File: src/rtl/fisc_fetch_unit_if.sv
// Fetch-unit bundle: memory read channel a, decode-side instruction
// handshake and the flow-control/redirect inputs. The master modport is the
// fetch unit itself; the slave modport is the memory/decode environment.
interface fisc_fetch_unit_if #(
    parameter int INTEGER_SZ     = 64,
    parameter int INSTRUCTION_SZ = 32,
    parameter int ADDR_SZ        = 16
);
    logic                      wait_n;
    logic                      redirect;
    logic [INTEGER_SZ-1:0]     redirect_pc;

    logic                      rd_a;
    logic [ADDR_SZ-1:0]        addr_bus_a;
    logic [INTEGER_SZ-1:0]     din_bus_a;

    logic                      instr_valid;
    logic                      instr_ready;
    logic [INSTRUCTION_SZ-1:0] instr;
    logic [INTEGER_SZ-1:0]     instr_pc;

    modport master (
        input  wait_n, redirect, redirect_pc, din_bus_a, instr_ready,
        output rd_a, addr_bus_a, instr_valid, instr, instr_pc
    );

    modport slave (
        output wait_n, redirect, redirect_pc, din_bus_a, instr_ready,
        input  rd_a, addr_bus_a, instr_valid, instr, instr_pc
    );
endinterface

File: src/rtl/fisc_fetch_unit.sv
// FISC instruction fetch stage. Reads one 64-bit block per memory access,
// hands its two 32-bit instructions to decode over valid/ready, and accepts
// PC redirects from the core. All outputs are registered.
module fisc_fetch_unit #(
    parameter int                INTEGER_SZ     = 64,
    parameter int                INSTRUCTION_SZ = 32,
    parameter int                ADDR_SZ        = 16,
    parameter int                RD_LATENCY     = 1,   // legal range 1..7
    parameter logic [INTEGER_SZ-1:0] RESET_PC   = '0
) (
    input  logic            clk,
    input  logic            reset_n,
    fisc_fetch_unit_if.master bus
);
    localparam logic [2:0] LAT = 3'(RD_LATENCY);

    typedef enum logic [1:0] {
        ST_REQ  = 2'd0,
        ST_WAIT = 2'd1,
        ST_HAVE = 2'd2
    } state_t;

    state_t                    state_reg, state_next;
    logic [INTEGER_SZ-1:0]     pc_reg, pc_next;
    // Only the upper half of a block is ever needed after the latch cycle
    // (the lower half is presented directly from din_bus_a), so only it is kept.
    logic [INSTRUCTION_SZ-1:0] block_hi_reg, block_hi_next;
    logic [2:0]                cnt_reg, cnt_next;
    logic                      rd_reg, rd_next;
    logic [ADDR_SZ-1:0]        addr_reg, addr_next;
    logic                      valid_reg, valid_next;
    logic [INSTRUCTION_SZ-1:0] instr_reg, instr_next;
    logic [INTEGER_SZ-1:0]     instr_pc_reg, instr_pc_next;

    logic xfer;
    logic data_here;
    logic unused_redirect_lsbs;

    assign xfer      = valid_reg & bus.instr_ready & bus.wait_n;
    assign data_here = (state_reg == ST_WAIT) && (cnt_reg == 3'd0);

    // The low two redirect bits are discarded: instructions are word aligned.
    assign unused_redirect_lsbs = ^bus.redirect_pc[1:0];

    // State register
    always_ff @(posedge clk or negedge reset_n) begin
        if (!reset_n) state_reg <= ST_REQ;
        else          state_reg <= state_next;
    end

    // Next-state logic; redirect restarts the fetch from REQ in every state
    always_comb begin
        state_next = state_reg;
        if (bus.redirect) begin
            state_next = ST_REQ;
        end else begin
            case (state_reg)
                ST_REQ:  if (bus.wait_n)         state_next = ST_WAIT;
                ST_WAIT: if (data_here)          state_next = ST_HAVE;
                ST_HAVE: if (xfer && pc_reg[2])  state_next = ST_REQ;
                default:                         state_next = ST_REQ;
            endcase
        end
    end

    // Output and datapath next values for the registered outputs
    always_comb begin
        pc_next       = pc_reg;
        block_hi_next = block_hi_reg;
        cnt_next      = cnt_reg;
        rd_next       = 1'b0;
        addr_next     = addr_reg;
        valid_next    = valid_reg;
        instr_next    = instr_reg;
        instr_pc_next = instr_pc_reg;

        case (state_reg)
            ST_REQ: begin
                if (bus.wait_n) begin
                    rd_next   = 1'b1;
                    addr_next = pc_reg[ADDR_SZ+2:3];
                    cnt_next  = LAT;
                end
            end
            ST_WAIT: begin
                // The counter runs independently of wait_n; data is taken
                // in the cycle it reaches zero.
                if (data_here) begin
                    block_hi_next = bus.din_bus_a[INTEGER_SZ-1 -: INSTRUCTION_SZ];
                    instr_next    = pc_reg[2] ? bus.din_bus_a[INTEGER_SZ-1 -: INSTRUCTION_SZ]
                                              : bus.din_bus_a[INSTRUCTION_SZ-1:0];
                    instr_pc_next = pc_reg;
                    valid_next    = 1'b1;
                end else begin
                    cnt_next = cnt_reg - 3'd1;
                end
            end
            ST_HAVE: begin
                if (xfer) begin
                    pc_next = pc_reg + INTEGER_SZ'(4);
                    if (!pc_reg[2]) begin
                        // Second instruction of the same block: no memory access.
                        instr_next    = block_hi_reg;
                        instr_pc_next = pc_reg + INTEGER_SZ'(4);
                    end else begin
                        valid_next = 1'b0;
                    end
                end
            end
            default: ;
        endcase

        // A redirect wins over everything except reset. A transfer in the
        // same cycle still completes on the decode side; only the PC is replaced.
        if (bus.redirect) begin
            pc_next    = {bus.redirect_pc[INTEGER_SZ-1:2], 2'b00};
            valid_next = 1'b0;
            rd_next    = 1'b0;
        end
    end

    // Datapath and output registers
    always_ff @(posedge clk or negedge reset_n) begin
        if (!reset_n) begin
            pc_reg       <= RESET_PC;
            block_hi_reg <= '0;
            cnt_reg      <= '0;
            rd_reg       <= 1'b0;
            addr_reg     <= '0;
            valid_reg    <= 1'b0;
            instr_reg    <= '0;
            instr_pc_reg <= '0;
        end else begin
            pc_reg       <= pc_next;
            block_hi_reg <= block_hi_next;
            cnt_reg      <= cnt_next;
            rd_reg       <= rd_next;
            addr_reg     <= addr_next;
            valid_reg    <= valid_next;
            instr_reg    <= instr_next;
            instr_pc_reg <= instr_pc_next;
        end
    end

    assign bus.rd_a        = rd_reg;
    assign bus.addr_bus_a  = addr_reg;
    assign bus.instr_valid = valid_reg;
    assign bus.instr       = instr_reg;
    assign bus.instr_pc    = instr_pc_reg;
endmodule

File: src/flat_wrapper.sv
// flat-port wrapper written by rule: the top's interface ports become plain ports
module fisc_fetch_unit_flat 
#(
    parameter int                INTEGER_SZ     = 64,
    parameter int                INSTRUCTION_SZ = 32,
    parameter int                ADDR_SZ        = 16,
    parameter int                RD_LATENCY     = 1,                      
    parameter logic [INTEGER_SZ-1:0] RESET_PC   = '0
)
  (clk, reset_n, bus_wait_n, bus_redirect, bus_redirect_pc, bus_din_bus_a, bus_instr_ready, bus_rd_a, bus_addr_bus_a, bus_instr_valid, bus_instr, bus_instr_pc);
  fisc_fetch_unit_if #(.INTEGER_SZ(INTEGER_SZ), .INSTRUCTION_SZ(INSTRUCTION_SZ), .ADDR_SZ(ADDR_SZ)) bus_i ();
  input  logic clk;
  input  logic reset_n;
  input wire logic [$bits(bus_i.wait_n)-1:0] bus_wait_n;
  input wire logic [$bits(bus_i.redirect)-1:0] bus_redirect;
  input wire logic [$bits(bus_i.redirect_pc)-1:0] bus_redirect_pc;
  input wire logic [$bits(bus_i.din_bus_a)-1:0] bus_din_bus_a;
  input wire logic [$bits(bus_i.instr_ready)-1:0] bus_instr_ready;
  output wire logic [$bits(bus_i.rd_a)-1:0] bus_rd_a;
  output wire logic [$bits(bus_i.addr_bus_a)-1:0] bus_addr_bus_a;
  output wire logic [$bits(bus_i.instr_valid)-1:0] bus_instr_valid;
  output wire logic [$bits(bus_i.instr)-1:0] bus_instr;
  output wire logic [$bits(bus_i.instr_pc)-1:0] bus_instr_pc;
  assign bus_i.wait_n = bus_wait_n;
  assign bus_i.redirect = bus_redirect;
  assign bus_i.redirect_pc = bus_redirect_pc;
  assign bus_i.din_bus_a = bus_din_bus_a;
  assign bus_i.instr_ready = bus_instr_ready;
  assign bus_rd_a = bus_i.rd_a;
  assign bus_addr_bus_a = bus_i.addr_bus_a;
  assign bus_instr_valid = bus_i.instr_valid;
  assign bus_instr = bus_i.instr;
  assign bus_instr_pc = bus_i.instr_pc;
  fisc_fetch_unit #(.INTEGER_SZ(INTEGER_SZ), .INSTRUCTION_SZ(INSTRUCTION_SZ), .ADDR_SZ(ADDR_SZ), .RD_LATENCY(RD_LATENCY), .RESET_PC(RESET_PC)) u_core (.clk(clk), .reset_n(reset_n), .bus(bus_i));
endmodule
File: config.mk
export PLATFORM = sky130hd
export DESIGN_NAME = fisc_fetch_unit_flat
export DESIGN_NICKNAME = d
export VERILOG_FILES = /design/src/rtl/fisc_fetch_unit_if.sv /design/src/rtl/fisc_fetch_unit.sv /design/src/flat_wrapper.sv
export SDC_FILE = /design/constraint.sdc
export NUM_CORES = 1
export LEC_CHECK = 0
export BUFFER_PORTS_ARGS = -buffer_cell sky130_fd_sc_hd__buf_2
export CORE_MARGIN = 2
export CORE_UTILIZATION = 50
export CTS_CLUSTER_SIZE = 14
export DETAILED_ROUTE_END_ITERATION = 8
export PLACE_DENSITY = 0.75
export SYNTH_ARGS = -nofsm -noshare
export SYNTH_HDL_FRONTEND = slang
export SYNTH_SLANG_ARGS = --single-unit
File: constraint.sdc
create_clock -name clk -period 3 [get_ports clk]
set_clock_uncertainty 0.1 [all_clocks]
set_input_delay 0.6 -clock clk [delete_from_list [all_inputs] [get_ports clk]]
set_output_delay 0.6 -clock clk [all_outputs]
set_load 0.05 [all_outputs]
# [Yosys cells after proc, flatten, opt, wreduce, memory -nomap -nowiden]
# Cells that the tools add are included.
# W data, S select, Z words.
[classes] addsub=2 eq_ne=12 mux=28 bitwise_logic=2 n_reduce_logical=16
[ops] operator="$mux W64" n=6
[ops] operator="$mux W32" n=4
[ops] operator="$pmux W64 S2" n=1
[ops] operator="$add A64 B3 Y64 const B" n=1
[ops] operator="$pmux W32 S2" n=1
[ops] operator="$ne A3 B2 Y1 const B" n=4
[ops] operator="$mux W2" n=4
[ops] operator="$reduce_and A4 Y1" n=2
[ops] operator="$reduce_bool A2 Y1" n=4
[ops] operator="$mux W1" n=7
[ops] operator="$mux W3" n=2
[ops] operator="$ne A2 B2 Y1 const B" n=3
[ops] operator="$pmux W2 S3" n=1
[ops] operator="$pmux W3 S2" n=1
[ops] operator="$reduce_and A2 Y1" n=3
[ops] operator="$reduce_and A3 Y1" n=2
[ops] operator="$ne A2 B1 Y1 const B" n=2
[ops] operator="$logic_not A3 Y1" n=1
[ops] operator="$ne A3 B3 Y1 const B" n=1
[ops] operator="$reduce_bool A3 Y1" n=1
[ops] operator="$sub A3 B1 Y3 const B" n=1
[ops] operator="$and A1 B1 Y1" n=2
[ops] operator="$eq A2 B1 Y1 const B" n=1
[ops] operator="$eq A2 B2 Y1 const B" n=1
[ops] operator="3 further kinds" n=4
[totals] register_bits=215 out_inout_bits=114 elab_cells=69

# [Longest topological paths before layout]
# Gate-level depths: netlist (run 1).
[depth] depth_word=6 depth_mapped=12 mapped_depth_nobuf=7

# [Least setup slack after synthesis (run 1)]
# No wires, ideal clock.
[synth_path] path_kind="register to register" startpoint="register u_core.state_reg[0]" endpoint="register u_core.instr_pc_reg[50] (netlist: u_core.bus.instr_pc[50])" arrival_ns=2.354 required_ns=2.824 setup_slack_ns=0.469 stages_incl_launch_ff=13 path_cell_list="dfrtp_1 -> buf_2 -> nand2b_4 -> buf_6 -> inv_2 -> clkbuf_1 -> ha_1 -> a21o_1 -> clkbuf_1 -> clkbuf_1 -> clkbuf_1 -> nand2_1 -> o21ai_1"
[synth_via] elab_chain_len=4 elab_cells_between_ends=9 cone_classes="5 x eq/ne; 1 x mux; 3 x reduce/logical"
[synth_rtl] item="start: declaration" line_no="fisc_fetch_unit.sv:23" source="state_t state_reg, state_next;"
[synth_rtl] item="start signal: assignment" line_no="fisc_fetch_unit.sv:48" source="else state_reg <= state_next;"
[synth_rtl] item="$eq A2 B1 Y1" line_no="fisc_fetch_unit.sv:40, fisc_fetch_unit.sv:77"
[synth_rtl] item="$logic_and A1 B1 Y1" line_no="fisc_fetch_unit.sv:40" source="assign data_here = (state_reg == ST_WAIT) && (cnt_reg == 3'd0);"
[synth_rtl] item="$ne A2 B1 Y1 (no source line)"
[synth_rtl] item="$reduce_and A4 Y1 (no source line)"
[synth_rtl] item="end signal: assignment" line_no="fisc_fetch_unit.sv:141" source="instr_pc_reg <= instr_pc_next;"
[synth_rtl] item="end: declaration" line_no="fisc_fetch_unit.sv:33" source="logic [INTEGER_SZ-1:0] instr_pc_reg, instr_pc_next;"
# Several ways; a longest one is shown, not always the timed one.
# A chain may end at the register's enable or synchronous reset.

# [Worst setup path after layout (run 1)]
[layout_path] startpoint="register u_core.pc_reg[5]" endpoint="register u_core.pc_reg[48]"
[layout_via] elab_chain_len=4
[layout_rtl] item="start: declaration" line_no="fisc_fetch_unit.sv:24" source="logic [INTEGER_SZ-1:0] pc_reg, pc_next;"
[layout_rtl] item="start signal: assignment" line_no="fisc_fetch_unit.sv:134" source="pc_reg <= pc_next;"
[layout_rtl] item="$add A64 B3 Y64" line_no="fisc_fetch_unit.sv:100" source="pc_next = pc_reg + INTEGER_SZ'(4);"
[layout_rtl] item="$mux W64" line_no="fisc_fetch_unit.sv:99" source="if (xfer) begin"
[layout_rtl] item="$mux W64" line_no="fisc_fetch_unit.sv:77" source="case (state_reg)"
[layout_rtl] item="$mux W64" line_no="fisc_fetch_unit.sv:115" source="if (bus.redirect) begin"
# Every way passes these cells. The select of a mux whose other input is x is not followed.

==> flow_summary.ini, run 1 <==
[worst_hold_path]
hp-class = in -> reg

[global_routing]
grt_remaining_overflow = 0
maximum_number_of_pins_on_one_net_before_global_route_repair = 77
first_global_vias = 8798
wire_length_of_the_first_global_routing_pass_um = 45800
groute.usage.overall_pct = 25.4
number_of_antenna_violations_at_the_first_check_in_global_routing = 6

[clock_tree]
cts_sinks = 211
cts_buffers = 23
clk_pin_slew_worst_paths_ns = 0.06
root_buffer_cell = sky130_fd_sc_hd__clkbuf_16
worst_skew_pair.late_latency_ns = 0.51
cts_max_path_buffers = 3
tritoncts_clock_tree = done
cts-htree-levels = 1
post-cts-setup-buffer-count = 0

[synthesis]
dominant_cell_type_by_area_after_synthesis = sky130_fd_sc_hd__dfrtp_1
synth_top_cells_by_area = sky130_fd_sc_hd__dfrtp_1, sky130_fd_sc_hd__nand2_1, sky130_fd_sc_hd__xnor2_1
synth.avg_cell_area_sq_um = 9.39
synthesis.yosys.warnings = 0
yosysMostFrequentCell = sky130_fd_sc_hd__dfrtp_1
yosys_most_used_dff = sky130_fd_sc_hd__dfrtp_1
ys_types = 53
synth-async-reset-ratio_pct = 100
synth_cells = 1150
synth_commonest_cells = sky130_fd_sc_hd__dfrtp_1, sky130_fd_sc_hd__nand2_1, sky130_fd_sc_hd__o21ai_0
edff_count_synth = 0
yosys.area.top_type_share_pct = 48.9
synth_area_sq_um = 10800
yosys_register_bits = 211
yosysSeqAreaShare_pct = 48.9

[critical_path]
worst_setup_path_start_kind = register
worstPathRequired_ns = 3.28
cp_data_arrival_time_ns = 3.00
crit_fanout = 8
crit_end_category = register
path_class = reg -> reg

[flow_run]
drv_cap = 0

[placed_design]
post-place-ws_ns = 0.295
placedCellCount = 1617
place_congestion = 0.860
portBuffers = 242
dpl_cell_area_sq_um = 12300
dpl.hpwl_um = 20300

[sta]
tns_ns = 0
timing_worst_slew_pin_value_ns = 0.703
slew-limit-headroom_pct = 53.1
min_period_over_period_pct = 90.5
slew_viol_final = 0
hold_viol_final = 0
worst_slack_ns = 0.285
rsz0062_at_grt = no
achievable_freq_ghz = 0.368
setup_viol = 0
final.hold.worst_slack_ns = 0.204
min_period_ns = 2.72

[die]
top_level_ports = 247
die-area_sq_um = 22800
placeableCoreArea_sq_um = 21100
std_cell_rows = 53
die_height_um = 151
start_util_pct = 51.2
die_width_um = 151

[power_and_ir_drop]
power.leakage_nw = 5.77
power.density_cell_area_nw_per_um2 = 940
vdd.ir_drop.worst_uv = 747

[detailed_routing]
antenna_violating_nets_post_route = 0
drt_drc_violations_left = 0
via_count = 9115
totalWireLength_um = 28600
routed_via_density = 5.48
firstDrtPassIters = 5
post_drt_wl_per_cell_um = 17.2
drt-initial-drc-count = 708

[finish]
area.growth.synth_to_final_pct = 21.2
design.final.nets = 1505
post_route_cells_drive_above_1_share_pct = 27.8
fill_cells = 1793
final_cells = 1664
finish.instance_area_sq_um = 13100

[run_status]
outcome = completed
[stage by stage]
stage | util (%) | power, mW
after floorplan | - | 8.18
after global placement | 58.3 | 9.39
after detailed placement | 58.3 | 9.52
after CTS | 62.0 | 12.4
after global routing | 62.0 | 13.0
final | 62.1 | 12.3
[worst paths after layout]
| kind | startpoint | end | slack, ns | cells after the start |
|---|---|---|---|---|
| worst min-delay path | bus_redirect_pc[38] | u_core.pc_reg[38] | 0.20 | 3 |
| worst max register to register | u_core.pc_reg[5] | u_core.pc_reg[48] | 0.28 | 6 |
| worst min register to register | u_core.bus.instr_pc[2] | u_core.bus.instr_pc[2] | 0.37 | 2 |
| min in group asynchronous | reset_n | u_core.bus.addr_bus_a[7] | 0.47 | 2 |
| worst max-delay path | u_core.pc_reg[5] | u_core.pc_reg[48] | 0.28 | 6 |
| max in group asynchronous | reset_n | u_core.pc_reg[3] | 1.56 | 3 |
[cells in the final DEF (no fill, tap or decap), types with 6 or more instances in the layout]
| cell type | Yosys | final |
|---|---|---|
| sky130_fd_sc_hd__a21oi_1 | 34 | 34 |
| sky130_fd_sc_hd__buf_2 | 12 | 240 |
| sky130_fd_sc_hd__buf_4 | 2 | 26 |
| sky130_fd_sc_hd__clkbuf_16 | 0 | 23 |
| sky130_fd_sc_hd__clkbuf_8 | 0 | 7 |
| sky130_fd_sc_hd__dfrtp_1 | 211 | 210 |
| sky130_fd_sc_hd__diode_2 | 0 | 6 |
| sky130_fd_sc_hd__inv_1 | 9 | 9 |
| sky130_fd_sc_hd__mux2_2 | 50 | 50 |
| sky130_fd_sc_hd__mux2i_1 | 33 | 33 |
| sky130_fd_sc_hd__nand2_1 | 200 | 200 |
| sky130_fd_sc_hd__nand3_1 | 26 | 26 |
| sky130_fd_sc_hd__nand4_1 | 30 | 30 |
| sky130_fd_sc_hd__nor2_1 | 92 | 92 |
| sky130_fd_sc_hd__nor3_1 | 28 | 28 |
| sky130_fd_sc_hd__nor3_2 | 10 | 10 |
| sky130_fd_sc_hd__nor4_1 | 12 | 12 |
| sky130_fd_sc_hd__o21ai_0 | 107 | 107 |
| sky130_fd_sc_hd__o21ai_1 | 46 | 46 |
| sky130_fd_sc_hd__or3_1 | 7 | 7 |
| sky130_fd_sc_hd__xnor2_1 | 84 | 84 |
| sky130_fd_sc_hd__xor2_1 | 35 | 35 |
[where the power goes]
part | internal [mW] | total (mW) | switching [mW]
Sequential | 3.85 | 4.48 | 0.627
Clock | 1.72 | 2.86 | 1.14
Combinational | 1.31 | 4.97 | 3.66
Total | 6.89 | 12.3 | 5.42
[kinds of logic (layout without fill, tap and decap cells)]
group	after synthesis	count (layout)	synth area share [%]
DFF	211	211	48.9
AOI/OAI and AO/OA	199	199	9.50
muxes	83	83	8.28
xor gates and xnor gates	119	119	9.65
buffers and inverters	90	322	3.48
other	1	8	0.0347
and+or+nand+nor	443	443	19.7
adders and majority gates	4	4	0.464
[area by class of cell]
type	instances	area, sq um	area share, %
inverters	10	37.5	0.287
well taps	275	344	2.63
repair buffers	272	1500	11.5
clock inverters	7	85.1	0.650
flip-flops and latches	211	5280	40.4
diodes	6	15.0	0.115
multi-input cells	850	5150	39.4
clock buffers	33	673	5.14
[repair_timing]
action                                 4_1_cts  5_1_grt
resized for setup                            0        0
endpoints found under the hold margin       34        0
hold buffers                                 1        0
[per-layer routing]
layer | up-vias | global-route usage, % | share of wire (%)
li1 | 4368 | - | -
met1 | 4395 | 36.4 | 43
met2 | 314 | 39.3 | 47
met3 | 38 | 5.00 | 7.9
met4 | 0 | 7.29 | 2.0
met5 | - | 0 | 0
[worst max-delay path, stage by stage, from the launching register on]
cell,delay [ns]
sky130_fd_sc_hd__dfrtp_1,0.47
sky130_fd_sc_hd__nand4_2,0.28
sky130_fd_sc_hd__or4_4,0.64
sky130_fd_sc_hd__or3_1,0.62
sky130_fd_sc_hd__nor4_2,0.27
sky130_fd_sc_hd__xnor2_1,0.16
sky130_fd_sc_hd__o21ai_1,0.07
No activity file was read; power rests on OpenSTA's default activity.
==> run 2: changes to the inputs <==
Settings changed: RECOVER_POWER set to 50.
==> flow_summary.ini, run 2 (synthesis results as in run 1) <==
[detailed_routing]
drt_drc_violations_left = 0
antenna_violating_nets_post_route = 0
via_count = 9116
drt-initial-drc-count = 699
routed_via_density = 5.48
totalWireLength_um = 28600
firstDrtPassIters = 5
post_drt_wl_per_cell_um = 17.2

[run_status]
outcome = finished, violations left
violations = max-slew violations

[clock_tree]
gates_resized_cts_repair = 0
cts_sinks = 211
cts-htree-levels = 1
root_buffer_cell = sky130_fd_sc_hd__clkbuf_16
clk_pin_slew_worst_paths_ns = 0.06
worst_skew_pair.late_latency_ns = 0.51
cts_buffers = 23
cts_max_path_buffers = 3
tritoncts_clock_tree = done

[placed_design]
dpl_cell_area_sq_um = 12300
portBuffers = 242
dpl.hpwl_um = 20300
place_congestion = 0.860

[sta]
tns_ns = 0
hold_viol_final = 0
achievable_freq_ghz = 0.365
slew_viol_final = 64
min_period_over_period_pct = 91.3
slew-limit-headroom_pct = -0.340
timing_worst_slew_pin_value_ns = 1.51
rsz0062_at_grt = no
setup_viol = 0
min_period_ns = 2.74

[critical_path]
crit_fanout = 8
worstPathRequired_ns = 3.27
path_class = reg -> reg
largest_stage_delay_on_the_critical_path_ns = 0.64
cp_data_arrival_time_ns = 3.00
crit_end_category = register
worst_setup_path_start_kind = register
critPathSlowestCell = sky130_fd_sc_hd__or4_4
crit_path_cell_trace = nand4_2, or4_4, or3_1, nor4_2, xnor2_1, o21ai_1

[power_and_ir_drop]
vdd.ir_drop.worst_uv = 739
power.leakage_nw = 5.65
power_mw = 12.3
power.density_cell_area_nw_per_um2 = 942

[die]
die_height_um = 151
top_level_ports = 247
placeableCoreArea_sq_um = 21100
start_util_pct = 51.2
die-area_sq_um = 22800
die_width_um = 151
std_cell_rows = 53

[global_routing]
maximum_number_of_pins_on_one_net_before_global_route_repair = 77
first_global_vias = 8798
groute.usage.overall_pct = 25.4
grt_remaining_overflow = 0
wire_length_of_the_first_global_routing_pass_um = 45800
number_of_antenna_violations_at_the_first_check_in_global_routing = 6

[finish]
finish.instance_area_sq_um = 13000
area.growth.synth_to_final_pct = 20.5
post_route_cells_drive_above_1_share_pct = 25.5
layout_common_cells = sky130_fd_sc_hd__buf_2, sky130_fd_sc_hd__dfrtp_1, sky130_fd_sc_hd__nand2_1
post_layout_utilization_of_the_core_pct = 61.7
design.final.nets = 1505

[worst_hold_path]
hp-class = in -> reg

[flow_run]
drv_cap = 0
[run 2: cell types whose count changed in the layout (fill, tap and decap cells not counted)]
| cell | delta |
|---|---|
| sky130_fd_sc_hd__clkbuf_1 | +33 |
| sky130_fd_sc_hd__buf_2 | -30 |
| sky130_fd_sc_hd__buf_4 | -4 |
| sky130_fd_sc_hd__buf_12 | -2 |
| sky130_fd_sc_hd__clkbuf_2 | +2 |
| sky130_fd_sc_hd__clkbuf_4 | +1 |
[run 2: routing by layer]
layer,GRT usage (%),routed length [um],up-vias
li1,-,-,4365
met3,5.00,2300,41
met5,0,0,-
met1,36.4,12300,4388
met4,7.29,599,0
met2,39.3,13400,322
[run 2: report_power, final]
group | leakage, nW | switching, mW | internal [mW]
clock network | 0.379 | 1.14 | 1.72
logic | 2.70 | 3.65 | 1.25
registers | 2.57 | 0.634 | 3.85
[run 2: worst max-delay path: cells and delay by family, from the launching register on]
kind            cells  cell delay (ns)
compound gates      1             0.07
xor+xnor            1             0.16
flops               1             0.48
simple gates        4             1.81
[run 2: metrics by stage]
stage          setup slack, ns  hold WS, ns  cells
3_3_place_gp             0.328        0.356   1617
6_report                 0.261        0.204   1664
4_1_cts                  0.296        0.196   1658
5_1_grt                 0.0865        0.204   1662
2_1_floorplan            0.469        0.204   1151
3_5_place_dp             0.295        0.359   1617
[run 2: area by class of cell]
| class | instances | area, sq um |
|---|---|---|
| multi-input combinational | 850 | 5150 |
| antenna | 6 | 15.0 |
| fill | 1823 | 8080 |
| clock buffer | 33 | 673 |
| inverter | 10 | 37.5 |
| timing repair buffer | 272 | 1420 |
| sequential | 211 | 5280 |
| clock inverter | 7 | 85.1 |
| tap | 275 | 344 |
[run 2: final timing paths]
kind                       cells after the start  slack, ns                    from                       end
setup / recovery                               6       0.26        u_core.pc_reg[5]         u_core.pc_reg[48]
hold / removal                                 3       0.20     bus_redirect_pc[38]         u_core.pc_reg[38]
setup reg to reg                               6       0.26        u_core.pc_reg[5]         u_core.pc_reg[48]
hold reg to reg                                2       0.37  u_core.bus.instr_pc[2]    u_core.bus.instr_pc[2]
max in group asynchronous                      3       0.52                 reset_n          u_core.pc_reg[2]
min in group asynchronous                      2       0.46                 reset_n  u_core.bus.addr_bus_a[7]
[run 2: timing repair]
action / in CTS / in global routing
hold buffers: 1 / 0
endpoints found under the hold margin: 34 / 0
endpoints found under the setup margin: 0 / 0
setup buffers: 0 / 0
==> run 3: changes to the inputs <==
Settings changed: PLACE_DENSITY 0.75 to unset, PLACE_DENSITY_LB_ADDON set to 0.2.
==> flow_summary.ini, run 3 (synthesis results as in run 1) <==
[finish]
combined_area_of_the_multi_input_logic_cells_sq_um = 5150
post_layout_utilization_of_the_core_pct = 62.5
layout_common_cells = sky130_fd_sc_hd__buf_2, sky130_fd_sc_hd__dfrtp_1, sky130_fd_sc_hd__nand2_1
layout.area.seq_sq_um = 5280
final_cells = 1665
area.growth.synth_to_final_pct = 22.1
design.final.nets = 1508
finish.instance_area_sq_um = 13200
post_route_cells_drive_above_1_share_pct = 25.8
fill_cells = 1846

[critical_path]
worst_setup_path_startpoint = u_core.pc_reg[5]
setup.worst_path.end = u_core.pc_reg[63]
crit_end_category = register
largest_stage_delay_on_the_critical_path_ns = 0.68
worst_setup_path_start_kind = register
r2r_start = u_core.pc_reg[5]
worstPathRequired_ns = 3.26
critPathSlowestCell = sky130_fd_sc_hd__or4_1
crit_path_cell_trace = nand4_2, or3_1, or4_1, nor3_1, xnor2_1, o21ai_1
rrSetupSlack_ns = 0.28
regToRegEndpoint = u_core.pc_reg[63]
reg2reg_depth = 6
crit_fanout = 10
cp_data_arrival_time_ns = 2.98
path_class = reg -> reg

[sta]
min_period_ns = 2.72
timing_worst_slew_pin_value_ns = 1.82
setup_viol = 0
slew_viol_final = 69
slew-limit-headroom_pct = -21.3
min_period_over_period_pct = 90.7
rsz0062_at_grt = no
achievable_freq_ghz = 0.368
tns_ns = 0
hold_viol_final = 0

[detailed_routing]
firstDrtPassIters = 5
totalWireLength_um = 28500
routed_via_density = 5.42
post_drt_wl_per_cell_um = 17.1
via_count = 9032
drt-initial-drc-count = 596
drt_drc_violations_left = 0
antenna_violating_nets_post_route = 0

[global_routing]
first_global_vias = 8669
maximum_number_of_pins_on_one_net_before_global_route_repair = 71
grt_remaining_overflow = 0
wire_length_of_the_first_global_routing_pass_um = 45000
number_of_antenna_violations_at_the_first_check_in_global_routing = 4
groute.usage.overall_pct = 25.0

[placed_design]
placedCellCount = 1620
portBuffers = 242
dpl.hpwl_um = 20100
place_congestion = 0.883
dpl_cell_area_sq_um = 12300

[die]
top_level_ports = 247
placeableCoreArea_sq_um = 21100
std_cell_rows = 53
die_height_um = 151
start_util_pct = 51.2
die-area_sq_um = 22800
die_width_um = 151

[worst_hold_path]
hp-class = in -> reg

[clock_tree]
cts_sinks = 211
post-cts-setup-buffer-count = 0
root_buffer_cell = sky130_fd_sc_hd__clkbuf_16
cts_max_path_buffers = 3
clk_pin_slew_worst_paths_ns = 0.06
cts_buffers = 24
cts-htree-levels = 1
hold_buffer_count_at_cts = 0
gates_resized_cts_repair = 0
worst_skew_pair.late_latency_ns = 0.52
tritoncts_clock_tree = done

[power_and_ir_drop]
power.leakage_nw = 5.73
vdd.ir_drop.worst_uv = 669
power_mw = 12.8
power.density_cell_area_nw_per_um2 = 970

[run_status]
violations = max-capacitance violations, max-slew violations
outcome = finished, violations left

[flow_run]
drv_cap = 1
[run 3: worst min-delay path by stage]
stage	slack, ns	start	end	depth (start not counted)
finish	0.19	bus_redirect_pc[19]	u_core.pc_reg[19]	3
global route	0.19	bus_redirect_pc[19]	u_core.pc_reg[19]	3
CTS	0.03	reset_n	u_core.bus.instr[9]	1
detailed placement	0.36	u_core.bus.instr_pc[29]	u_core.bus.instr_pc[29]	2
global placement	0.36	u_core.bus.instr_pc[18]	u_core.bus.instr_pc[18]	2
floorplan	0.20	reset_n	u_core.block_hi_reg[0]	0
[run 3: layer usage]
layer | GRT usage, % | share of wire, %
met2 | 39.5 | 46
met3 | 4.70 | 7.4
met5 | 0 | 0.14
met1 | 35.1 | 44
met4 | 7.66 | 2.8
[run 3: area by class of cell]
type	count	share of cell area, %
antenna	1	0.0190
clock buffer	31	5.15
clock inverter	13	1.89
inverter	10	0.285
multi-input combinational	850	39.1
sequential	211	40.1
tap	275	2.61
timing repair buffer	274	10.9
[run 3: stage by stage]
stage	hold slack, ns	worst slack [ns]
final	0.187	0.280
after detailed placement	0.365	0.280
after floorplan	0.204	0.469
after global routing	0.193	0.131
after global placement	0.357	0.297
after CTS	0.0262	0.301
[run 3: power breakdown]
part | switching [mW] | total [mW] | internal [mW]
clock | 1.20 | 3.40 | 2.20
combinational | 3.67 | 4.92 | 1.26
sequential | 0.611 | 4.46 | 3.85
total | 5.48 | 12.8 | 7.31
[run 3: worst max-delay path, delay by kind of cell, from the launching register on]
kind | cells | cell delay (ns)
simple gates | 4 | 1.76
xor+xnor | 1 | 0.15
flops | 1 | 0.48
compound gates | 1 | 0.07
